File: src/rtl/serial_adder_pkg.sv
// Shared definitions for the serial adder/subtractor.
//   state_t : controller states (IDLE -> RUN -> DONE -> IDLE)
//   cnt_w() : width of the chunk counter, never less than one bit
package adder_pkg;

  typedef enum logic [1:0] {
    IDLE = 2'd0,
    RUN  = 2'd1,
    DONE = 2'd2
  } state_t;

  // Counter only has to reach WIDTH/STEP-1; a single-chunk build still
  // needs a 1-bit counter so the port of the register is never zero-width.
  function automatic int cnt_w(input int width, input int step);
    int n;
    n = width / step;
    return (n <= 1) ? 1 : $clog2(n);
  endfunction

endpackage

File: src/rtl/serial_adder_slice.sv
// Combinational STEP-bit ripple-carry slice reused every cycle by the
// serial adder.
//   a, b : STEP-bit operand chunks
//   cin  : carry into bit 0
//   s    : STEP-bit chunk sum
//   cout : carry out of the top bit of the chunk
module full_adder_slice #(
  parameter int STEP = 1
) (
  input  logic [STEP-1:0] a,
  input  logic [STEP-1:0] b,
  input  logic            cin,
  output logic [STEP-1:0] s,
  output logic            cout
);

  logic [STEP:0] c;

  assign c[0] = cin;

  for (genvar i = 0; i < STEP; i++) begin : g_bit
    assign s[i]   = a[i] ^ b[i] ^ c[i];
    assign c[i+1] = (a[i] & b[i]) | (c[i] & (a[i] ^ b[i]));
  end

  assign cout = c[STEP];

endmodule

File: src/rtl/serial_adder.sv
// Multi-cycle two's-complement adder/subtractor, STEP bits per clock,
// least-significant chunk first, with valid/ready on both sides.
//   clk, rst             : clock, synchronous active-high reset
//   in_valid/in_ready    : operand handshake (a, b, sub)
//   sub                  : 0 = a+b, 1 = a-b
//   out_valid/out_ready  : result handshake (sum, cout, overflow)
//   sum                  : result modulo 2^WIDTH, held until next completion
//   cout                 : final carry (for subtraction 1 = no borrow)
//   overflow             : signed overflow of the operation
module serial_adder
  import adder_pkg::*;
#(
  parameter int WIDTH = 8,
  parameter int STEP  = 1
) (
  input  logic             clk,
  input  logic             rst,
  input  logic             in_valid,
  output logic             in_ready,
  input  logic [WIDTH-1:0] a,
  input  logic [WIDTH-1:0] b,
  input  logic             sub,
  output logic             out_valid,
  input  logic             out_ready,
  output logic [WIDTH-1:0] sum,
  output logic             cout,
  output logic             overflow
);

  localparam int NCHUNK = WIDTH / STEP;
  localparam int CW     = cnt_w(WIDTH, STEP);
  localparam logic [CW-1:0] LAST = CW'(NCHUNK - 1);

  if (WIDTH < 2 || STEP < 1 || STEP > WIDTH || (WIDTH % STEP) != 0) begin : g_bad_param
    $error("serial_adder: WIDTH must be >= 2 and a multiple of STEP");
  end

  state_t state, state_nxt;

  // a_sh doubles as the result accumulator: operand bits leave at the
  // bottom while sum chunks enter at the top, so after the last chunk it
  // holds the complete result.
  logic [WIDTH-1:0] a_sh, a_nxt;
  logic [WIDTH-1:0] b_sh;
  logic [CW-1:0]    count;
  logic             carry;
  logic             msb_a, msb_b;
  logic [STEP-1:0]  sl_s;
  logic             sl_c;
  logic             last;

  full_adder_slice #(.STEP(STEP)) u_slice (
    .a    (a_sh[STEP-1:0]),
    .b    (b_sh[STEP-1:0]),
    .cin  (carry),
    .s    (sl_s),
    .cout (sl_c)
  );

  if (STEP == WIDTH) begin : g_one_chunk
    assign a_nxt = sl_s;
  end else begin : g_multi_chunk
    assign a_nxt = {sl_s, a_sh[WIDTH-1:STEP]};
  end

  assign last = (count == LAST);

  always_comb begin
    state_nxt = state;
    in_ready  = 1'b0;
    out_valid = 1'b0;
    case (state)
      IDLE: begin
        in_ready = 1'b1;
        if (in_valid) state_nxt = RUN;
      end
      RUN: begin
        if (last) state_nxt = DONE;
      end
      DONE: begin
        out_valid = 1'b1;
        if (out_ready) state_nxt = IDLE;
      end
      default: state_nxt = IDLE;
    endcase
  end

  always_ff @(posedge clk) begin
    if (rst) begin
      state    <= IDLE;
      count    <= '0;
      a_sh     <= '0;
      b_sh     <= '0;
      carry    <= 1'b0;
      msb_a    <= 1'b0;
      msb_b    <= 1'b0;
      sum      <= '0;
      cout     <= 1'b0;
      overflow <= 1'b0;
    end else begin
      state <= state_nxt;
      case (state)
        IDLE: begin
          if (in_valid) begin
            // Subtraction is a + ~b + 1: invert b here, the +1 is the
            // initial carry.
            a_sh  <= a;
            b_sh  <= b ^ {WIDTH{sub}};
            carry <= sub;
            count <= '0;
            msb_a <= a[WIDTH-1];
            msb_b <= b[WIDTH-1] ^ sub;
          end
        end
        RUN: begin
          a_sh  <= a_nxt;
          b_sh  <= b_sh >> STEP;
          carry <= sl_c;
          count <= count + CW'(1);
          if (last) begin
            sum      <= a_nxt;
            cout     <= sl_c;
            overflow <= (msb_a == msb_b) && (sl_s[STEP-1] != msb_a);
          end
        end
        default: ;
      endcase
    end
  end

endmodule
File: config.mk
export PLATFORM = sky130hd
export DESIGN_NAME = serial_adder
export DESIGN_NICKNAME = d
export VERILOG_FILES = /design/src/rtl/serial_adder_pkg.sv /design/src/rtl/serial_adder_slice.sv /design/src/rtl/serial_adder.sv
export SDC_FILE = /design/constraint.sdc
export NUM_CORES = 1
export LEC_CHECK = 0
export CORE_ASPECT_RATIO = 0.6
export CORE_UTILIZATION = 50
export DETAILED_ROUTE_END_ITERATION = 10
export PLACE_DENSITY = 0.86
export SLEW_MARGIN = 25
export SYNTH_ARGS = -nofsm -noshare
export SYNTH_HDL_FRONTEND = slang
export SYNTH_HIERARCHICAL = 1
export SYNTH_SLANG_ARGS = --single-unit
File: constraint.sdc
create_clock -name clk -period 1.6 [get_ports clk]
set_input_delay 0.32 -clock clk [delete_from_list [all_inputs] [get_ports clk]]
set_output_delay 0.32 -clock clk [all_outputs]
set_load 0.1 [all_outputs]
## Word-level counts from Yosys, hierarchy flattened

Index checks and enable logic that the tools add are counted.

| cells by class | value |
|---|---|
| add/sub/neg operators | 1 |
| equal/unequal tests | 8 |
| muxes and demuxes | 14 |
| bitwise logic cells | 7 |
| reductions and logical operators | 7 |

Operators with widths:

| cell | count |
|---|---|
| 8-bit one-hot mux with 2 select lines | 2 |
| 8-bit two-way mux | 2 |
| 8-bit bitwise XOR | 1 |
| 2-bit two-way mux | 3 |
| 2-bit != test (second input constant) | 3 |
| 2-bit one-hot mux with 3 select lines | 1 |
| 3-bit one-hot mux with 2 select lines | 1 |
| 2-bit AND reduction | 3 |
| 3-bit by 1-bit adder with 3-bit output (second input constant) | 1 |
| 3-bit == test (second input constant) | 1 |
| 1-bit two-way mux | 3 |
| 3-bit two-way mux | 1 |
| 3-bit AND reduction | 1 |
| 1-bit bitwise XOR | 3 |
| 1-bit AND | 2 |
| 2-bit by 1-bit == test with 1-bit output (second input constant) | 1 |
| 2-bit == test (second input constant) | 1 |
| 2-bit zero test | 1 |
| 1-bit one-hot mux with 2 select lines | 1 |
| 2-bit nonzero test | 1 |
| 1-bit == test | 1 |
| 1-bit logical AND | 1 |
| 1-bit != test | 1 |
| 1-bit bitwise OR | 1 |

| storage, ports and cells | value |
|---|---|
| bits in registers | 34 |
| word-level logic and storage cells | 47 |

## Logic depth before layout (Yosys ltp)

| logic depth | value |
|---|---|
| depth in word-level cells | 4 |
| depth in mapped cells | 6 |
| gate-level depth less buffers | 5 |

## By module

The synthesis kept the hierarchy.

Modules (own cells, without submodules):

| module | instances | cells an instance | area an instance (um^2) | sequential area each (um^2) |
|---|---|---|---|---|
| serial_adder | 1 | 160 | 1562.7 | 680.7 |
| full_adder_slice | 1 | 1 | 20.0 | 0.0 |

## Least setup slack after synthesis

Ideal clock, no wire load.

| path | value |
|---|---|
| kind | register -> output |
| start point | reg state[0] |
| end point | out in_ready |
| data arrival time | 1890 ps |
| slack | -610 ps |
| cell stages (with the launch flop) | 4 |
| cell sequence | dfxtp_1 -> buf_6 -> buf_4 -> nor2_1 |

| between the ends | value |
|---|---|
| longest elaborated chain between the ends | 2 |

RTL lines:

| item | line | RTL |
|---|---|---|
| start, declared | serial_adder.sv:38 | `state_t state, state_nxt;` |
| start signal, assigned | serial_adder.sv:101 | `state <= state_nxt;` |
| 2-bit zero test | serial_adder.sv:72 | `case (state)` |
| 1-bit two-way mux | serial_adder.sv:72 |  |
| end, declared | serial_adder.sv:19 | `output logic in_ready,` |

Every way passes these cells.

## Final worst setup path

Ends and elaborated chain as after synthesis.

==> flow_summary.ini <==
[place]
dp_hpwl_microns = 2656
port_buffers = 32
dp_slack_ns = -0.1071
gp_congestion = 0.8200

[sta]
clock_skew_ns = 0.007644
min_period_ns = 1.560
drv_slew = 0
holdWs_ns = 0.4857
setup_tns_ns = 0
fin_crit_sh_pct = 97.47
worst_slack_ns = 0.04045
grt_setup_unrepaired = no
max_freq_ghz = 0.6412
hold_violations = 0
setup_viol = 0
relSlewSlack_pct = 78.66
worstMarginPinSlew_ns = 0.3201

[synth]
ys_ff_latch = 34
yosysWarningCount = 6
synth_common_cells = dfxtp_1 (34), nand2_1 (19), nor2_1 (16)
avgSynthCellArea_sq_um = 9.831
netlist.area_leader.share_pct = 43.00
netlist_instances = 161
yosysSeqAreaShare_pct = 43.00
synth_most_common_cell = dfxtp_1
yosysTopAreaCell = dfxtp_1
synth_area_leaders = dfxtp_1 (43%), mux2i_1 (7.0%), a211oi_2 (6.3%)
synth-edff-count = 0
syn-num-nets = 185
syn_area_sq_mm = 0.001583
synth_cell_types = 32
synthArstFlopShare_pct = 0
synthFlopType = dfxtp_1

[clocking]
cts-htree-levels = 2
cts_buffers = 5
cts_root_buf = clkbuf_8
clkSinkCount = 34
clock_latency_ns = 0.29
cts_tree = done
clk_pin_slew_ns = 0.07
cts.path.max_buffers = 2

[power]
peakVddDrop_uv = 551.3
p_leak_nw = 0.8040
power_density_mw_per_mm2 = 864.1

[setup_path]
critical_path_class = reg -> out
required_ns = 1.28
cp_max_fo = 13
critPathMaxStageDelay_ns = 0.49
cp-start-kind = flop
critPathSlowestCell = dfxtp_2
critPathBufInv = 2
path_cells = buf_4 > nor2_4 > buf_12
crit_arrival_ns = 1.24
cp_top_family = flip-flops
worstSetupEndpointType = output port

[die]
die_x_microns = 74.64
ios = 33
die_h_microns = 45.58
die-area_sq_mm = 0.003402
initial_core_util_pct = 53.72
design.core.area_sq_mm = 0.002947
rows = 15

[run_status]
run_status = finished, final reports clean

[finish]
area_growth_syn_to_layout_pct = 37.79
finalNetCount = 223
drive_above_1_share_pct = 25.50
post-route-util_pct = 74.01
num_antenna_cells = 0

[detailed_routing]
drt-vias-per-instance = 5.384
vias = 1303
drc_errors = 0
drt-total-wl_microns = 3566
drt-initial-drc-count = 62
postRouteAntennaNets = 0
first_pass_iters = 4
post_drt_wl_per_cell_microns = 14.74

[global_route]
overflow = 0
grt_use_total_pct = 23.16
grt_pass1_wl_microns = 5664
antenna_found_initial = 0
grt_pass1_vias = 1282
grt_max_degree = 18

[run]
cap_violations = 0

[min_path]
hold_path.class = reg -> reg
-- final cells by class --
type	count	area, sq um
Clock buffer	6	82.58
Clock inverter	2	12.51
Fill cell	213	765.7
Inverter	1	3.754
Multi-Input combinational cell	112	808.3
Sequential cell	34	683.2
Tap cell	42	52.55
Timing Repair Buffer	45	538.0
-- worst paths after layout --
check	startpoint	endpoint	slack, ns	depth (start not counted)
worst max-delay path	state[0]	in_ready	0.04	3
worst min-delay path	a_sh[5]	sum[4]	0.49	2
worst max register to register	a_sh[0]	a_sh[7]	0.19	4
worst min register to register	a_sh[5]	sum[4]	0.49	2
-- stage by stage --
step	power (W)	std cells	instance area, sq um
2_1_floorplan	0.001142	161	1598
3_3_place_gp	0.001227	234	2083
3_5_place_dp	0.001246	234	2083
4_1_cts	0.001899	242	2181
5_1_grt	0.001967	242	2181
6_report	0.001885	242	2181
-- cell families (layout without fill, tap and decap cells) --
family / count (synthesis) / count (layout) / synth area share (%)
xor+xnor: 8 / 8 / 4.427
fa+ha+maj: 3 / 3 / 2.846
buf+inv: 15 / 54 / 6.877
simple gates: 49 / 49 / 15.10
flops: 34 / 34 / 43.00
compound gates: 41 / 41 / 20.79
mux: 11 / 11 / 6.957
-- layout by cell type, fill, tap and decap left out --
cell type        netlist  final
inv_1                  1      1
o21bai_2               1      1
buf_4                  2     13
a211oi_2               8      8
mux2i_1               11     11
nor2_1                16     15
xnor2_1                8      8
buf_12                 1     12
o221ai_2               1      1
clkinvlp_4             0      1
clkbuf_8               0      6
nor3_2                 1      1
nor3b_2                1      1
ha_1                   2      2
clkdlybuf4s50_1        0     20
nor2_4                 0      1
nor2b_4                0      1
or3b_1                 1      1
nand3b_1               2      2
o22ai_1                7      7
nor2b_1                2      1
a21oi_1               12     12
nand2_1               19     19
nor3_1                 1      1
fa_1                   1      1
clkinv_2               0      1
nand2b_1               3      3
dfxtp_1               34     32
or4b_1                 1      1
and3b_1                1      1
dfxtp_2                0      2
a211oi_1               2      2
o21ba_4                1      1
a22oi_1                9      9
nor2_2                 1      1
-- sequential cells by signal, indices dropped and copies added (netlist names) --
| register | cells |
|---|---|
| count | 3 |
| msb_b | 1 |
| carry | 1 |
| state | 2 |
| sum | 8 |
| msb_a | 1 |
| overflow | 1 |
| b_sh | 8 |
| a_sh | 8 |
| cout | 1 |
-- layer usage --
layer | vias to the layer above | share of wire [%] | GRT usage [%]
met1 | 627 | 43 | 27.57
li1 | 637 | - | -
met4 | 0 | 1.3 | 8.302
met3 | 5 | 5.0 | 7.522
met2 | 34 | 51 | 39.82
met5 | - | 0 | 0
-- worst min-delay path, cell delays in order (launching register included) --
cell and delay (ns):
dfxtp_1 0.33, nand2_1 0.06, a21oi_1 0.05
-- power breakdown --
part	switching (W)	leakage, nW	internal (W)
Sequential	0.0000400	0.279	0.000892
Combinational	0.000140	0.478	0.000158
Clock	0.000309	0.0472	0.000345
Total	0.000489	0.804	0.00140
-- timing repair --
| item | CTS | global route |
|---|---|---|
| hold endpoints to repair | 0 | 0 |
| endpoints found under the setup margin | 2 | 0 |
| gates resized for setup | 2 | 0 |
| setup buffers | 0 | 0 |
| hold buffers | 0 | 0 |
Note: power is estimated with default switching activity, not from simulation.
